**config.mk**
```make
export PLATFORM = sky130hd
export DESIGN_NAME = edge_gen_flat
export DESIGN_NICKNAME = d
export VERILOG_FILES = /design/src/rtl/edge_gen_pkg.sv /design/src/rtl/edge_gen_if.sv /design/src/rtl/edge_gen_cnt.sv /design/src/rtl/edge_gen.sv /design/src/flat_wrapper.sv
export SDC_FILE = /design/constraint.sdc
export NUM_CORES = 1
export LEC_CHECK = 0
export CORE_ASPECT_RATIO = 0.8
export CORE_MARGIN = 2
export CORE_UTILIZATION = 28
export CTS_BUF_LIST = sky130_fd_sc_hd__clkbuf_16
export CTS_CLUSTER_DIAMETER = 30
export DETAILED_ROUTE_END_ITERATION = 10
export HOLD_SLACK_MARGIN = 0.12
export SLEW_MARGIN = 20
export SYNTH_ARGS = -nofsm -noshare
export SYNTH_HDL_FRONTEND = slang
export SYNTH_SLANG_ARGS = --single-unit
```
**constraint.sdc**
```tcl
create_clock -name clk -period 3.2 [get_ports clk]
set_input_delay 0.8 -clock clk [delete_from_list [all_inputs] [get_ports clk]]
set_output_delay 0.8 -clock clk [all_outputs]
set_load 0.02 [all_outputs]
```
**src/rtl/edge_gen_pkg.sv**
```systemverilog
// edge_gen_pkg: shared state encoding and default widths for the edge_gen pulse-train generator.
package edge_gen_pkg;

    localparam int CNT_W_DEF = 8;
    localparam int LEN_W_DEF = 8;

    typedef enum logic [1:0] {
        ST_IDLE = 2'd0,
        ST_HIGH = 2'd1,
        ST_LOW  = 2'd2,
        ST_DONE = 2'd3
    } state_e;

endpackage

```
**src/rtl/edge_gen_if.sv**
```systemverilog
// edge_gen_if: request/waveform bundle between a burst requester (master) and edge_gen (slave).
// The abort wire exists only when EDGE_GEN_ABORT_EN is defined.
interface edge_gen_if #(
    parameter int CNT_W = 8,
    parameter int LEN_W = 8
);
`ifdef EDGE_GEN_ABORT_EN
    logic             abort;
`endif
    logic             start;
    logic [CNT_W-1:0] num_pulses;
    logic [LEN_W-1:0] high_len;
    logic [LEN_W-1:0] low_len;
    logic             pulse_o;
    logic             rise_o;
    logic             fall_o;
    logic             busy;
    logic             done;

    modport master (
`ifdef EDGE_GEN_ABORT_EN
        output abort,
`endif
        output start, num_pulses, high_len, low_len,
        input  pulse_o, rise_o, fall_o, busy, done
    );

    modport slave (
`ifdef EDGE_GEN_ABORT_EN
        input  abort,
`endif
        input  start, num_pulses, high_len, low_len,
        output pulse_o, rise_o, fall_o, busy, done
    );
endinterface

```
**src/rtl/edge_gen_cnt.sv**
```systemverilog
// edge_gen_cnt: loadable down-counter with enable and zero flag; used as the phase-length counter.
// Holds at zero rather than wrapping, so an idle enable cannot corrupt the next load.
module edge_gen_cnt #(
    parameter int LEN_W = 8
) (
    input  logic             clk,
    input  logic             rstn,
    input  logic             load,
    input  logic             en,
    input  logic [LEN_W-1:0] load_val,
    output logic             zero
);
    logic [LEN_W-1:0] cnt_q, cnt_d;

    // Load has priority over counting; count down only while non-zero.
    always_comb begin
        cnt_d = cnt_q;
        if (load)
            cnt_d = load_val;
        else if (en && (cnt_q != '0))
            cnt_d = cnt_q - LEN_W'(1);
    end

    // Counter register, cleared by reset.
    always_ff @(posedge clk or negedge rstn) begin
        if (!rstn) cnt_q <= '0;
        else       cnt_q <= cnt_d;
    end

    assign zero = (cnt_q == '0);
endmodule

```
**src/rtl/edge_gen.sv**
```systemverilog
// edge_gen: programmable burst of N pulses (H cycles high, L cycles low) with registered
// rise/fall strobes, busy and a done strobe. Define EDGE_GEN_ABORT_EN to add an abort input
// that ends a burst early from HIGH or LOW.
module edge_gen
    import edge_gen_pkg::*;
#(
    parameter int CNT_W = CNT_W_DEF,
    parameter int LEN_W = LEN_W_DEF
) (
    input  logic       clk,
    input  logic       rstn,
    edge_gen_if.slave  bus
);
    state_e           state_q, state_d;
    logic [CNT_W-1:0] cnt_q, cnt_d;       // pulses still to emit, including the current one
    logic [LEN_W-1:0] h_q, h_d;           // latched H-1 (zero H treated as 1)
    logic [LEN_W-1:0] l_q, l_d;           // latched L-1 (zero L treated as 1)
    logic             pulse_q, pulse_d;
    logic             rise_q, rise_d;
    logic             fall_q, fall_d;
    logic             busy_q, busy_d;
    logic             done_q, done_d;
    logic             ph_load, ph_en, ph_zero;
    logic [LEN_W-1:0] ph_val;
    logic             abort_w;

`ifdef EDGE_GEN_ABORT_EN
    assign abort_w = bus.abort;
`else
    assign abort_w = 1'b0;
`endif

    edge_gen_cnt #(.LEN_W(LEN_W)) u_phase (
        .clk      (clk),
        .rstn     (rstn),
        .load     (ph_load),
        .en       (ph_en),
        .load_val (ph_val),
        .zero     (ph_zero)
    );

    // Next state, counter control and next registered outputs; strobes default low.
    always_comb begin
        state_d = state_q;
        cnt_d   = cnt_q;
        h_d     = h_q;
        l_d     = l_q;
        pulse_d = 1'b0;
        rise_d  = 1'b0;
        fall_d  = 1'b0;
        busy_d  = 1'b0;
        done_d  = 1'b0;
        ph_load = 1'b0;
        ph_en   = 1'b0;
        ph_val  = '0;
        case (state_q)
            ST_IDLE: begin
                if (bus.start) begin
                    h_d   = (bus.high_len == '0) ? '0 : LEN_W'(bus.high_len - LEN_W'(1));
                    l_d   = (bus.low_len  == '0) ? '0 : LEN_W'(bus.low_len  - LEN_W'(1));
                    cnt_d = CNT_W'(bus.num_pulses);
                    if (bus.num_pulses == '0) begin
                        state_d = ST_DONE;
                        done_d  = 1'b1;
                    end else begin
                        state_d = ST_HIGH;
                        pulse_d = 1'b1;
                        rise_d  = 1'b1;
                        busy_d  = 1'b1;
                        ph_load = 1'b1;
                        ph_val  = h_d;
                    end
                end
            end
            ST_HIGH: begin
                if (abort_w) begin
                    state_d = ST_DONE;
                    done_d  = 1'b1;
                    fall_d  = 1'b1;
                end else if (ph_zero) begin
                    cnt_d  = cnt_q - CNT_W'(1);
                    fall_d = 1'b1;
                    if (cnt_q == CNT_W'(1)) begin
                        state_d = ST_DONE;
                        done_d  = 1'b1;
                    end else begin
                        state_d = ST_LOW;
                        busy_d  = 1'b1;
                        ph_load = 1'b1;
                        ph_val  = l_q;
                    end
                end else begin
                    pulse_d = 1'b1;
                    busy_d  = 1'b1;
                    ph_en   = 1'b1;
                end
            end
            ST_LOW: begin
                if (abort_w) begin
                    state_d = ST_DONE;
                    done_d  = 1'b1;
                end else if (ph_zero) begin
                    state_d = ST_HIGH;
                    pulse_d = 1'b1;
                    rise_d  = 1'b1;
                    busy_d  = 1'b1;
                    ph_load = 1'b1;
                    ph_val  = h_q;
                end else begin
                    busy_d = 1'b1;
                    ph_en  = 1'b1;
                end
            end
            default: begin
                state_d = ST_IDLE;
            end
        endcase
    end

    // State, latched burst parameters and registered outputs.
    always_ff @(posedge clk or negedge rstn) begin
        if (!rstn) begin
            state_q <= ST_IDLE;
            cnt_q   <= '0;
            h_q     <= '0;
            l_q     <= '0;
            pulse_q <= 1'b0;
            rise_q  <= 1'b0;
            fall_q  <= 1'b0;
            busy_q  <= 1'b0;
            done_q  <= 1'b0;
        end else begin
            state_q <= state_d;
            cnt_q   <= cnt_d;
            h_q     <= h_d;
            l_q     <= l_d;
            pulse_q <= pulse_d;
            rise_q  <= rise_d;
            fall_q  <= fall_d;
            busy_q  <= busy_d;
            done_q  <= done_d;
        end
    end

    assign bus.pulse_o = pulse_q;
    assign bus.rise_o  = rise_q;
    assign bus.fall_o  = fall_q;
    assign bus.busy    = busy_q;
    assign bus.done    = done_q;
endmodule

```
**src/flat_wrapper.sv**
```systemverilog
// flat-port wrapper written by rule: the top's interface ports become plain ports
module edge_gen_flat import edge_gen_pkg::*;
#(
    parameter int CNT_W = CNT_W_DEF,
    parameter int LEN_W = LEN_W_DEF
)
  (clk, rstn, bus_start, bus_num_pulses, bus_high_len, bus_low_len, bus_pulse_o, bus_rise_o, bus_fall_o, bus_busy, bus_done);
  edge_gen_if #(.CNT_W(CNT_W), .LEN_W(LEN_W)) bus_i ();
  input  logic clk;
  input  logic rstn;
  input wire logic [$bits(bus_i.start)-1:0] bus_start;
  input wire logic [$bits(bus_i.num_pulses)-1:0] bus_num_pulses;
  input wire logic [$bits(bus_i.high_len)-1:0] bus_high_len;
  input wire logic [$bits(bus_i.low_len)-1:0] bus_low_len;
  output wire logic [$bits(bus_i.pulse_o)-1:0] bus_pulse_o;
  output wire logic [$bits(bus_i.rise_o)-1:0] bus_rise_o;
  output wire logic [$bits(bus_i.fall_o)-1:0] bus_fall_o;
  output wire logic [$bits(bus_i.busy)-1:0] bus_busy;
  output wire logic [$bits(bus_i.done)-1:0] bus_done;
  assign bus_i.start = bus_start;
  assign bus_i.num_pulses = bus_num_pulses;
  assign bus_i.high_len = bus_high_len;
  assign bus_i.low_len = bus_low_len;
  assign bus_pulse_o = bus_i.pulse_o;
  assign bus_rise_o = bus_i.rise_o;
  assign bus_fall_o = bus_i.fall_o;
  assign bus_busy = bus_i.busy;
  assign bus_done = bus_i.done;
  edge_gen #(.CNT_W(CNT_W), .LEN_W(LEN_W)) u_core (.clk(clk), .rstn(rstn), .bus(bus_i));
endmodule
```
After elaboration in Yosys (flattened, before gate mapping)
Index checks and enable logic that the tools add are counted.
W data, S select, Z words.
{ "word_totals": {"reg_bits": 39, "out_inout_bits": 5, "input_bits": 27, "word_cells": 70} }
{ "classes": {"muxes": 37, "n_addsub": 4, "reduce_logical": 13, "n_eq_ne": 6} }
{ "op_table": {"columns": ["op", "n"], "rows": [
  ["$mux W8", 11],
  ["$logic_not A8 Y1", 4],
  ["$sub A8 B1 Y8 const B", 4],
  ["$pmux W8 S3", 1],
  ["$pmux W8 S2", 1],
  ["$mux W1", 14],
  ["$pmux W1 S3", 3],
  ["$eq A8 B1 Y1 const B", 1],
  ["$mux W2", 4],
  ["$reduce_bool A8 Y1", 1],
  ["$pmux W2 S3", 1],
  ["$reduce_and A3 Y1", 2],
  ["$ne A2 B1 Y1 const B", 2],
  ["$pmux W1 S2", 2],
  ["$reduce_bool A2 Y1", 2],
  ["$eq A2 B1 Y1 const B", 1],
  ["$eq A2 B2 Y1 const B", 1],
  ["$logic_not A2 Y1", 1],
  ["$ne A2 B2 Y1 const B", 1],
  ["$reduce_and A2 Y1", 1],
  ["$reduce_or A2 Y1", 1],
  ["$logic_and A1 B1 Y1", 1]
]} }

Logic depth before layout (Yosys ltp)
Gate-level depths: netlist (run 1).
{ "logic_depth": {"ltp_word": 6, "depth_mapped": 10, "ltp_nobuf": 7} }

Cells and area by module
Synthesis (run 1) repeated with hierarchy kept, for this count alone.
{ "unflattened": {"hier_cells": 292, "area_unflattened_um2": 2665.1} }
{ "by_module_without_submodules": {"columns": ["module", "seq_area_each_um2", "cells_per_inst", "n_inst", "area_each_um2"], "rows": [
  ["edge_gen", 775.7, 227, 1, 2093.3],
  ["edge_gen_cnt", 200.2, 65, 1, 571.8]
]} }

Least setup slack after synthesis (run 1)
Ideal clock, no wire load.
{ "synth_path": {"path_kind": "input to register", "start": "in bus_high_len[5]", "end": "reg u_core.u_phase.cnt_q[7]", "path_slack_ns": 0.814, "cell_stages": 5, "setup_time_ns": 0.134, "path_buffers": 0, "arrival_time_ns": 2.253, "required_time_ns": 3.066, "cell_sequence": "or4_1 -> nor4_1 -> mux2_2 -> a221oi_1 -> mux2i_1"} }
{ "synth_via": {"elab_chain_len": 6, "elab_cells_between_ends": 7, "classes_between": "add/sub: 1; mux: 5; reduce/logical: 1"} }
{ "synth_rtl": {"columns": ["element", "line_no", "text"], "rows": [
  ["start, declared", "flat_wrapper.sv:13", "input wire logic [$bits(bus_i.high_len)-1:0] bus_high_len;"],
  ["$sub A8 B1 Y8 / $logic_not A8 Y1 (equally long branches)", "edge_gen.sv:59", "h_d = (bus.high_len == '0) ? '0 : LEN_W'(bus.high_len - LEN_W'(1));"],
  ["$mux W8 *", "edge_gen.sv:59", null],
  ["$mux W8 *", "edge_gen.sv:62", "if (bus.num_pulses == '0) begin"],
  ["$mux W8 *", "edge_gen.sv:58", "if (bus.start) begin"],
  ["$pmux W8 S3 *", "edge_gen.sv:56", "case (state_q)"],
  ["$mux W8 *", "edge_gen_cnt.sv:18", "if (load)"],
  ["end signal, assigned", "edge_gen_cnt.sv:27", "else cnt_q <= cnt_d;"],
  ["end, declared", "edge_gen_cnt.sv:13", "logic [LEN_W-1:0] cnt_q, cnt_d;"]
]} }
Every way passes the cells marked *; elsewhere a longest branch is shown, timed or not.
A chain may end at the register's enable or synchronous reset.

Worst setup path in the final report (run 1)
Same ends and word-level chain as after synthesis.

==> results of run 1 <==
how the worst min path moves through the flow:
stage,endpoint,slack (ns),cells past startpoint
after CTS,u_core.h_q[4],0.49,2
final,u_core.h_q[4],0.48,2
after floorplan,u_core.h_q[0],0.45,2
after global routing,u_core.h_q[2],0.51,2
after detailed placement,u_core.h_q[4],0.48,2
after global placement,u_core.h_q[1],0.46,2
flip-flops by register name, summed over array words and instances (netlist names), 2 cells and up:
register / cells
u_core.u_phase.cnt_q: 8
u_core.cnt_q: 8
u_core.state_q: 2
u_core.h_q: 8
u_core.l_q: 8
power breakdown:
part           switching [W]  leakage, nW  internal [W]  total [W]
sequential                 0        0.509      0.000493   0.000493
combinational      0.0000370        0.710     0.0000411  0.0000781
clock               0.000212       0.0664      0.000291   0.000504
total               0.000249         1.28      0.000826    0.00107
per-layer routing:
layer / GRT usage / up-vias / share of wire
met4: 0.03497 / 0 / 0.011
met5: 0 / - / 0
li1: - / 1014 / -
met2: 0.1807 / 39 / 0.44
met3: 0.02244 / 5 / 0.042
met1: 0.1896 / 940 / 0.51
final cells by class:
type | count | area (um^2) | share of cell area
clock buffer | 5 | 125.1 | 0.04156
clock inverter | 3 | 23.77 | 0.007897
inverter | 14 | 52.55 | 0.01746
multi-input combinational | 199 | 1335 | 0.4435
sequential | 39 | 975.9 | 0.3242
tap | 112 | 140.1 | 0.04655
timing repair buffer | 38 | 357.8 | 0.1189
logic make-up after synthesis:
family / synth area share
multiplexers: 0.05230
buffers and inverters: 0.04350
AND/OR/NAND/NOR: 0.2087
flip-flops: 0.4039
AO/OA/AOI/OAI: 0.1766
XOR/XNOR: 0.05800
adder cells (fa/ha/maj): 0.05696
through the flow:
step | utilization | std cells | hold slack [ns] | setup slack (ns) | cell area [um^2]
floorplan | - | 262 | 0.4485 | 0.8136 | 2416
global placement | 0.3388 | 402 | 0.4646 | 0.2601 | 2861
detailed placement | 0.3388 | 402 | 0.4759 | 0.1955 | 2861
CTS | 0.3564 | 410 | 0.4896 | 0.4912 | 3010
global route | 0.3564 | 410 | 0.5119 | 0.3290 | 3010
finish | 0.3564 | 410 | 0.4846 | 0.5030 | 3010
synthesized netlist by cell type, types with 4 or more instances:
master	count
sky130_fd_sc_hd__nand2b_1	5
sky130_fd_sc_hd__nor2_1	17
sky130_fd_sc_hd__inv_1	14
sky130_fd_sc_hd__dfrtp_1	39
sky130_fd_sc_hd__a221oi_1	7
sky130_fd_sc_hd__o21ai_0	18
sky130_fd_sc_hd__o22ai_1	4
sky130_fd_sc_hd__nor3_1	11
sky130_fd_sc_hd__nand2_1	25
sky130_fd_sc_hd__o31ai_1	9
sky130_fd_sc_hd__xnor2_1	11
sky130_fd_sc_hd__nand4_1	4
sky130_fd_sc_hd__nand3_1	7
sky130_fd_sc_hd__mux2_2	5
sky130_fd_sc_hd__nor4_1	6
sky130_fd_sc_hd__ha_1	11
sky130_fd_sc_hd__and2_1	4
sky130_fd_sc_hd__xor2_1	5
sky130_fd_sc_hd__mux2i_1	7
sky130_fd_sc_hd__clkbuf_1	8
sky130_fd_sc_hd__a21oi_1	17
worst max-delay path, cell delays in order:
cell and delay [ns]:
sky130_fd_sc_hd__clkdlybuf4s50_1 0.47, sky130_fd_sc_hd__or4_1 0.57, sky130_fd_sc_hd__nor4_1 0.22, sky130_fd_sc_hd__mux2_2 0.39, sky130_fd_sc_hd__a221oi_1 0.28, sky130_fd_sc_hd__mux2i_1 0.12
placed cells by master (no fill, tap or decap), types with 4 or more instances in the layout:
master                            count
sky130_fd_sc_hd__a21oi_1             17
sky130_fd_sc_hd__a221oi_1             7
sky130_fd_sc_hd__and2_1               4
sky130_fd_sc_hd__buf_4                7
sky130_fd_sc_hd__clkbuf_16            5
sky130_fd_sc_hd__clkdlybuf4s50_1     30
sky130_fd_sc_hd__dfrtp_1             39
sky130_fd_sc_hd__ha_1                11
sky130_fd_sc_hd__inv_1               14
sky130_fd_sc_hd__mux2_2               5
sky130_fd_sc_hd__mux2i_1              7
sky130_fd_sc_hd__nand2_1             25
sky130_fd_sc_hd__nand2b_1             5
sky130_fd_sc_hd__nand3_1              7
sky130_fd_sc_hd__nand4_1              4
sky130_fd_sc_hd__nor2_1              17
sky130_fd_sc_hd__nor3_1              11
sky130_fd_sc_hd__nor4_1               6
sky130_fd_sc_hd__o21ai_0             18
sky130_fd_sc_hd__o22ai_1              4
sky130_fd_sc_hd__o31ai_1              9
sky130_fd_sc_hd__xnor2_1             11
sky130_fd_sc_hd__xor2_1               5
==> impl_metrics.prom, run 1 <==
# TYPE chip_impl_metric gauge
chip_impl_metric{name="antenna_violations_before_repair",unit=""} 0
chip_impl_metric{name="timing_hold_violations_final",unit=""} 0
chip_impl_metric{name="cts_resized",unit=""} 0
chip_impl_metric{name="dp_hpwl",unit="mm"} 4.171
chip_impl_info{name="postSynth.topFlopCell",value="sky130_fd_sc_hd__dfrtp_1"} 1
chip_impl_metric{name="drive_gt1_frac",unit=""} 0.1074
chip_impl_info{name="ff_to_ff_end",value="u_core.cnt_q[5]"} 1
chip_impl_metric{name="fin_crit",unit="ns"} 2.697
chip_impl_metric{name="netlist.area_leader.share",unit=""} 0.4039
chip_impl_metric{name="drt_pre_antenna_iters",unit=""} 4
chip_impl_metric{name="detail_route.vias_per_cell",unit=""} 4.873
chip_impl_metric{name="maximum_number_of_pins_on_one_net_before_global_route_repair",unit=""} 40
chip_impl_metric{name="netlist-cell-type-count",unit=""} 44
chip_impl_metric{name="irDropWorstVdd",unit="uV"} 200.8
chip_impl_metric{name="cts_htree_levels",unit=""} 2
chip_impl_info{name="synth_top_area_cell",value="sky130_fd_sc_hd__dfrtp_1"} 1
chip_impl_metric{name="cp_data_required_time",unit="ns"} 3.36
chip_impl_metric{name="cts_hold_repair.buffers",unit=""} 0
chip_impl_info{name="timing.hold.worst.class",value="flip-flop to flip-flop"} 1
chip_impl_metric{name="synth.avg_cell_area",unit="um^2"} 9.222
chip_impl_metric{name="fin_skew",unit="ns"} 0.004211
chip_impl_metric{name="placement_rows",unit=""} 30
chip_impl_metric{name="leakagePower",unit="nW"} 1.285
chip_impl_info{name="outcome",value="completed"} 1
chip_impl_metric{name="max-slew-margin-rel",unit=""} 0.4178
chip_impl_info{name="ys_top_cells_by_area",value="sky130_fd_sc_hd__dfrtp_1 40%, sky130_fd_sc_hd__ha_1 5.7%, sky130_fd_sc_hd__xnor2_1 4.0%"} 1
chip_impl_metric{name="coreArea",unit="um^2"} 8446
chip_impl_metric{name="synth-edff-count",unit=""} 0
chip_impl_metric{name="max_cap_violations",unit=""} 0
chip_impl_metric{name="path_max_fanout",unit=""} 4
chip_impl_metric{name="synth.yosys.warnings",unit=""} 0
chip_impl_metric{name="area_growth_syn_to_layout",unit="%"} 24.60
chip_impl_metric{name="timing.critical_path.arrival",unit="ns"} 2.85
chip_impl_info{name="timing.critical_path.from_type",value="input pin"} 1
chip_impl_metric{name="setup_total_negative_slack",unit="ns"} 0
chip_impl_info{name="beginning_of_the_worst_hold_path",value="u_core.h_q[4]"} 1
chip_impl_metric{name="num_vias",unit=""} 1998
chip_impl_metric{name="post_cts.repair.setup_buffers",unit=""} 0
chip_impl_metric{name="fill_cells",unit=""} 858
chip_impl_metric{name="clk_pin_slew",unit="ns"} 0.06
chip_impl_metric{name="postSynthRegisterBits",unit=""} 39
chip_impl_metric{name="via_count_of_the_first_global_routing_pass",unit=""} 1867
chip_impl_metric{name="final-max-slew-violation-count",unit=""} 0
chip_impl_metric{name="detail_route.drc_violations",unit=""} 0
chip_impl_metric{name="gr_ovfl_total",unit=""} 0
chip_impl_metric{name="fin_nets",unit=""} 335
chip_impl_metric{name="post_synth_instance_area",unit="um^2"} 2416
chip_impl_metric{name="ratio_of_total_power_to_cell_area",unit="nW/um^2"} 357.1
chip_impl_metric{name="synth_async_sr_flop_share",unit=""} 1.000
chip_impl_metric{name="globalRouteTotalUtil",unit=""} 0.1250
chip_impl_info{name="cp-startpoint",value="bus_high_len[5]"} 1
chip_impl_info{name="cp-endpoint",value="u_core.u_phase.cnt_q[7]"} 1
chip_impl_metric{name="drt.antenna.violating_nets",unit=""} 0
chip_impl_metric{name="gp_routability_congestion",unit=""} 0.8197
chip_impl_info{name="path_class",value="input pin to flip-flop"} 1
chip_impl_metric{name="initial_util",unit=""} 0.2861
chip_impl_metric{name="reg2regPathDepth",unit=""} 7
chip_impl_metric{name="timing.fmax",unit="MHz"} 370.8
chip_impl_metric{name="seq_area_frac_synth",unit=""} 0.4039
chip_impl_metric{name="period_share",unit=""} 0.8428
chip_impl_metric{name="tightestPinTransition",unit="ns"} 0.8732
chip_impl_metric{name="fp.dieArea",unit="um^2"} 9393
chip_impl_metric{name="reg2reg_setup_slack",unit="ns"} 0.59
chip_impl_info{name="worst_r2r_startpoint",value="u_core.u_phase.cnt_q[0]"} 1
chip_impl_metric{name="clock_latency",unit="ns"} 0.28
chip_impl_metric{name="total_power",unit="W"} 0.001075
chip_impl_metric{name="first_pass_grt_wire_length",unit="mm"} 9.363
chip_impl_metric{name="synth_fp_nets",unit=""} 300
chip_impl_info{name="clk_root_buf",value="sky130_fd_sc_hd__clkbuf_16"} 1
chip_impl_metric{name="routed_wirelength",unit="mm"} 5.503
chip_impl_metric{name="cts_buffer_depth",unit=""} 2
chip_impl_metric{name="dieWidth",unit="um"} 107.9
chip_impl_metric{name="design.portCount",unit=""} 32
chip_impl_metric{name="wl_cell",unit="um"} 13.42
chip_impl_info{name="tritoncts",value="yes"} 1
chip_impl_metric{name="setup_viol_count_final",unit=""} 0
chip_impl_metric{name="cts_inserted_buffers",unit=""} 5
chip_impl_info{name="unrepaired_setup_endpoints_after_global_routing",value="false"} 1
chip_impl_info{name="crit_path_end_kind",value="flip-flop"} 1
chip_impl_metric{name="postSynthCellCount",unit=""} 262
chip_impl_metric{name="numClockSinks",unit=""} 39
chip_impl_metric{name="antenna-diode-count",unit=""} 0
chip_impl_metric{name="dieHeight",unit="um"} 87.09
chip_impl_metric{name="port_bufs",unit=""} 31
chip_impl_metric{name="detailedRoute.firstIterationViolations",unit=""} 155
Power figures use the tool's default switching activity.
==> inputs of run 2 (changes only) <==
Clock period 3.2 ns to 2.4 ns, I/O delays scaled along.
==> run 2 against run 1 <==
- clock power rose by 51%
- utilization rose by 3.9 points
- first-iteration DRC count fell by 8.4%
- die area did not move
- cell count rose by 8.0%
- critical path depth rose by 1
- sequential power rose by 33%
- clock skew rose by 0.00080 ns
- worst setup slack got worse by 0.47 ns
- sequential share of layout area fell by 3.2 points
- count of clock-buffer cells in the layout did not move
- total power rose by 44%
==> impl_metrics.prom, run 2 (synthesis results as in run 1) <==
# TYPE chip_impl_metric gauge
chip_impl_metric{name="dp_hpwl",unit="mm"} 4.393
chip_impl_metric{name="tightestPinTransition",unit="ns"} 0.5000
chip_impl_metric{name="fill_cells",unit=""} 833
chip_impl_metric{name="globalRouteTotalUtil",unit=""} 0.1313
chip_impl_info{name="tritoncts",value="yes"} 1
chip_impl_metric{name="area_growth_syn_to_layout",unit="%"} 38.37
chip_impl_info{name="top_layer",value="met4"} 1
chip_impl_metric{name="initial_util",unit=""} 0.2861
chip_impl_metric{name="fin_nets",unit=""} 368
chip_impl_metric{name="path_max_fanout",unit=""} 9
chip_impl_metric{name="placedCellCount",unit=""} 435
chip_impl_metric{name="drt.antenna.violating_nets",unit=""} 0
chip_impl_metric{name="leakagePower",unit="nW"} 1.495
chip_impl_metric{name="gp_routability_congestion",unit=""} 0.9076
chip_impl_metric{name="drive_gt1_frac",unit=""} 0.2236
chip_impl_info{name="layout.cells.most_common_list",value="39 x sky130_fd_sc_hd__dfrtp_1, 38 x sky130_fd_sc_hd__buf_4, 29 x sky130_fd_sc_hd__clkdlybuf4s50_1"} 1
chip_impl_metric{name="max-slew-margin-rel",unit=""} 0.6667
chip_impl_metric{name="setup_total_negative_slack",unit="ns"} 0
chip_impl_metric{name="design.portCount",unit=""} 32
chip_impl_metric{name="wl_cell",unit="um"} 13.10
chip_impl_metric{name="worst_case_hold_slack",unit="ns"} 0.3701
chip_impl_metric{name="irDropWorstVdd",unit="uV"} 322.2
chip_impl_metric{name="period_share",unit=""} 0.9858
chip_impl_metric{name="ratio_of_total_power_to_cell_area",unit="nW/um^2"} 463.9
chip_impl_metric{name="fin_cells",unit=""} 443
chip_impl_metric{name="ff_latch_area",unit="um^2"} 975.9
chip_impl_metric{name="total_met2_wirelength_after_detailed_routing",unit="mm"} 2.585
chip_impl_info{name="crit_path_end_kind",value="flip-flop"} 1
chip_impl_metric{name="setup_viol_count_final",unit=""} 0
chip_impl_metric{name="cts_htree_levels",unit=""} 2
chip_impl_info{name="path_class",value="input pin to flip-flop"} 1
chip_impl_metric{name="detailedRoute.firstIterationViolations",unit=""} 142
chip_impl_metric{name="placement_rows",unit=""} 30
chip_impl_metric{name="first_pass_grt_wire_length",unit="mm"} 9.839
chip_impl_metric{name="detail_route.vias_per_cell",unit=""} 4.847
chip_impl_metric{name="timing.critical_path.arrival",unit="ns"} 2.53
chip_impl_metric{name="post_dp_cell_area",unit="um^2"} 3134
chip_impl_metric{name="total_power",unit="W"} 0.001551
chip_impl_metric{name="maximum_number_of_pins_on_one_net_before_global_route_repair",unit=""} 40
chip_impl_metric{name="wl_met1",unit="mm"} 2.910
chip_impl_metric{name="gr_ovfl_total",unit=""} 0
chip_impl_metric{name="detail_route.drc_violations",unit=""} 0
chip_impl_metric{name="fp.dieArea",unit="um^2"} 9393
chip_impl_metric{name="drt_pre_antenna_iters",unit=""} 4
chip_impl_info{name="clk_root_buf",value="sky130_fd_sc_hd__clkbuf_16"} 1
chip_impl_metric{name="cts_inserted_buffers",unit=""} 5
chip_impl_metric{name="clock_latency",unit="ns"} 0.28
chip_impl_metric{name="antenna-diode-count",unit=""} 0
chip_impl_info{name="mostFrequentLayoutCell",value="sky130_fd_sc_hd__dfrtp_1"} 1
chip_impl_metric{name="timing.fmax",unit="MHz"} 422.7
chip_impl_info{name="unrepaired_setup_endpoints_after_global_routing",value="true"} 1
chip_impl_metric{name="multi_input_area",unit="um^2"} 1373
chip_impl_metric{name="cts_hold_repair.buffers",unit=""} 0
chip_impl_metric{name="cts_buffer_depth",unit=""} 2
chip_impl_metric{name="cp_data_required_time",unit="ns"} 2.57
chip_impl_metric{name="antenna_violations_before_repair",unit=""} 0
chip_impl_metric{name="port_bufs",unit=""} 31
chip_impl_metric{name="wl_met3",unit="um"} 231
chip_impl_metric{name="num_vias",unit=""} 2147
chip_impl_metric{name="numClockSinks",unit=""} 39
chip_impl_info{name="outcome",value="completed"} 1
chip_impl_metric{name="coreArea",unit="um^2"} 8446
chip_impl_metric{name="fin_skew",unit="ns"} 0.005009
chip_impl_metric{name="routed_wirelength",unit="mm"} 5.802
chip_impl_metric{name="dieWidth",unit="um"} 107.9
chip_impl_metric{name="dieHeight",unit="um"} 87.09
chip_impl_info{name="timing.critical_path.from_type",value="input pin"} 1
chip_impl_metric{name="fin_crit",unit="ns"} 2.366
chip_impl_metric{name="clk_pin_slew",unit="ns"} 0.06
chip_impl_metric{name="timing_hold_violations_final",unit=""} 0
chip_impl_metric{name="postLayoutCellArea",unit="um^2"} 3343
chip_impl_metric{name="via_count_of_the_first_global_routing_pass",unit=""} 1984
chip_impl_info{name="timing.hold.worst.class",value="input pin to asynchronous set/reset pin"} 1
chip_impl_metric{name="final-max-slew-violation-count",unit=""} 0
chip_impl_metric{name="max_cap_violations",unit=""} 0
==> run 2: timing repair <==
item / in CTS / in global routing
buffers inserted: 0 / 0
pin swaps: 1 / 2
setup endpoints to repair: 2 / 8
gates cloned: 0 / 0
resized for setup: 2 / 10
==> run 2: final timing paths <==
| path | slack [ns] | from | end | cells after the start |
|---|---|---|---|---|
| max | 0.03 | bus_high_len[4] | u_core.u_phase.cnt_q[1] | 7 |
| min | 0.37 | rstn | u_core.cnt_q[5] | 2 |
| max reg2reg | 0.15 | u_core.u_phase.cnt_q[0] | u_core.u_phase.cnt_q[1] | 8 |
| min reg2reg | 0.48 | u_core.h_q[2] | u_core.h_q[2] | 2 |
| max in group asynchronous | 1.69 | rstn | u_core.u_phase.cnt_q[7] | 2 |
| min in group clk | 0.48 | u_core.h_q[2] | u_core.h_q[2] | 2 |
==> run 2: layer usage <==
layer,track usage,up-vias
li1,-,1080
met1,0.1950,997
met2,0.1961,63
met3,0.02244,7
met4,0.03613,0
met5,0,-
==> run 2: area by class of cell <==
cell class | count | share of cell area
inverter | 14 | 0.01572
tap | 112 | 0.04192
timing repair buffer | 71 | 0.1894
sequential | 39 | 0.2919
multi-input combinational | 199 | 0.4106
clock inverter | 3 | 0.01310
clock buffer | 5 | 0.03743
==> run 2: power by group <==
| group | internal, W | total [W] | switching (W) |
|---|---|---|---|
| Combinational | 0.0000752 | 0.000132 | 0.0000565 |
| Sequential | 0.000657 | 0.000657 | 0 |
| Clock | 0.000490 | 0.000762 | 0.000272 |
==> run 2: stage by stage <==
step / utilization / setup slack (ns)
CTS: 0.3919 / 0.0005238
global placement: 0.3711 / -0.2676
detailed placement: 0.3711 / -0.3471
finish: 0.3959 / 0.03415
global route: 0.3959 / -0.04490
floorplan: - / 0.07197
==> run 2: worst max-delay path: stages <==
cell and delay (ns):
sky130_fd_sc_hd__clkdlybuf4s50_1 0.46, sky130_fd_sc_hd__or4_4 0.55, sky130_fd_sc_hd__nor3_2 0.16, sky130_fd_sc_hd__buf_4 0.18, sky130_fd_sc_hd__nor3_1 0.05, sky130_fd_sc_hd__a221o_1 0.27
sky130_fd_sc_hd__mux2_2 0.27
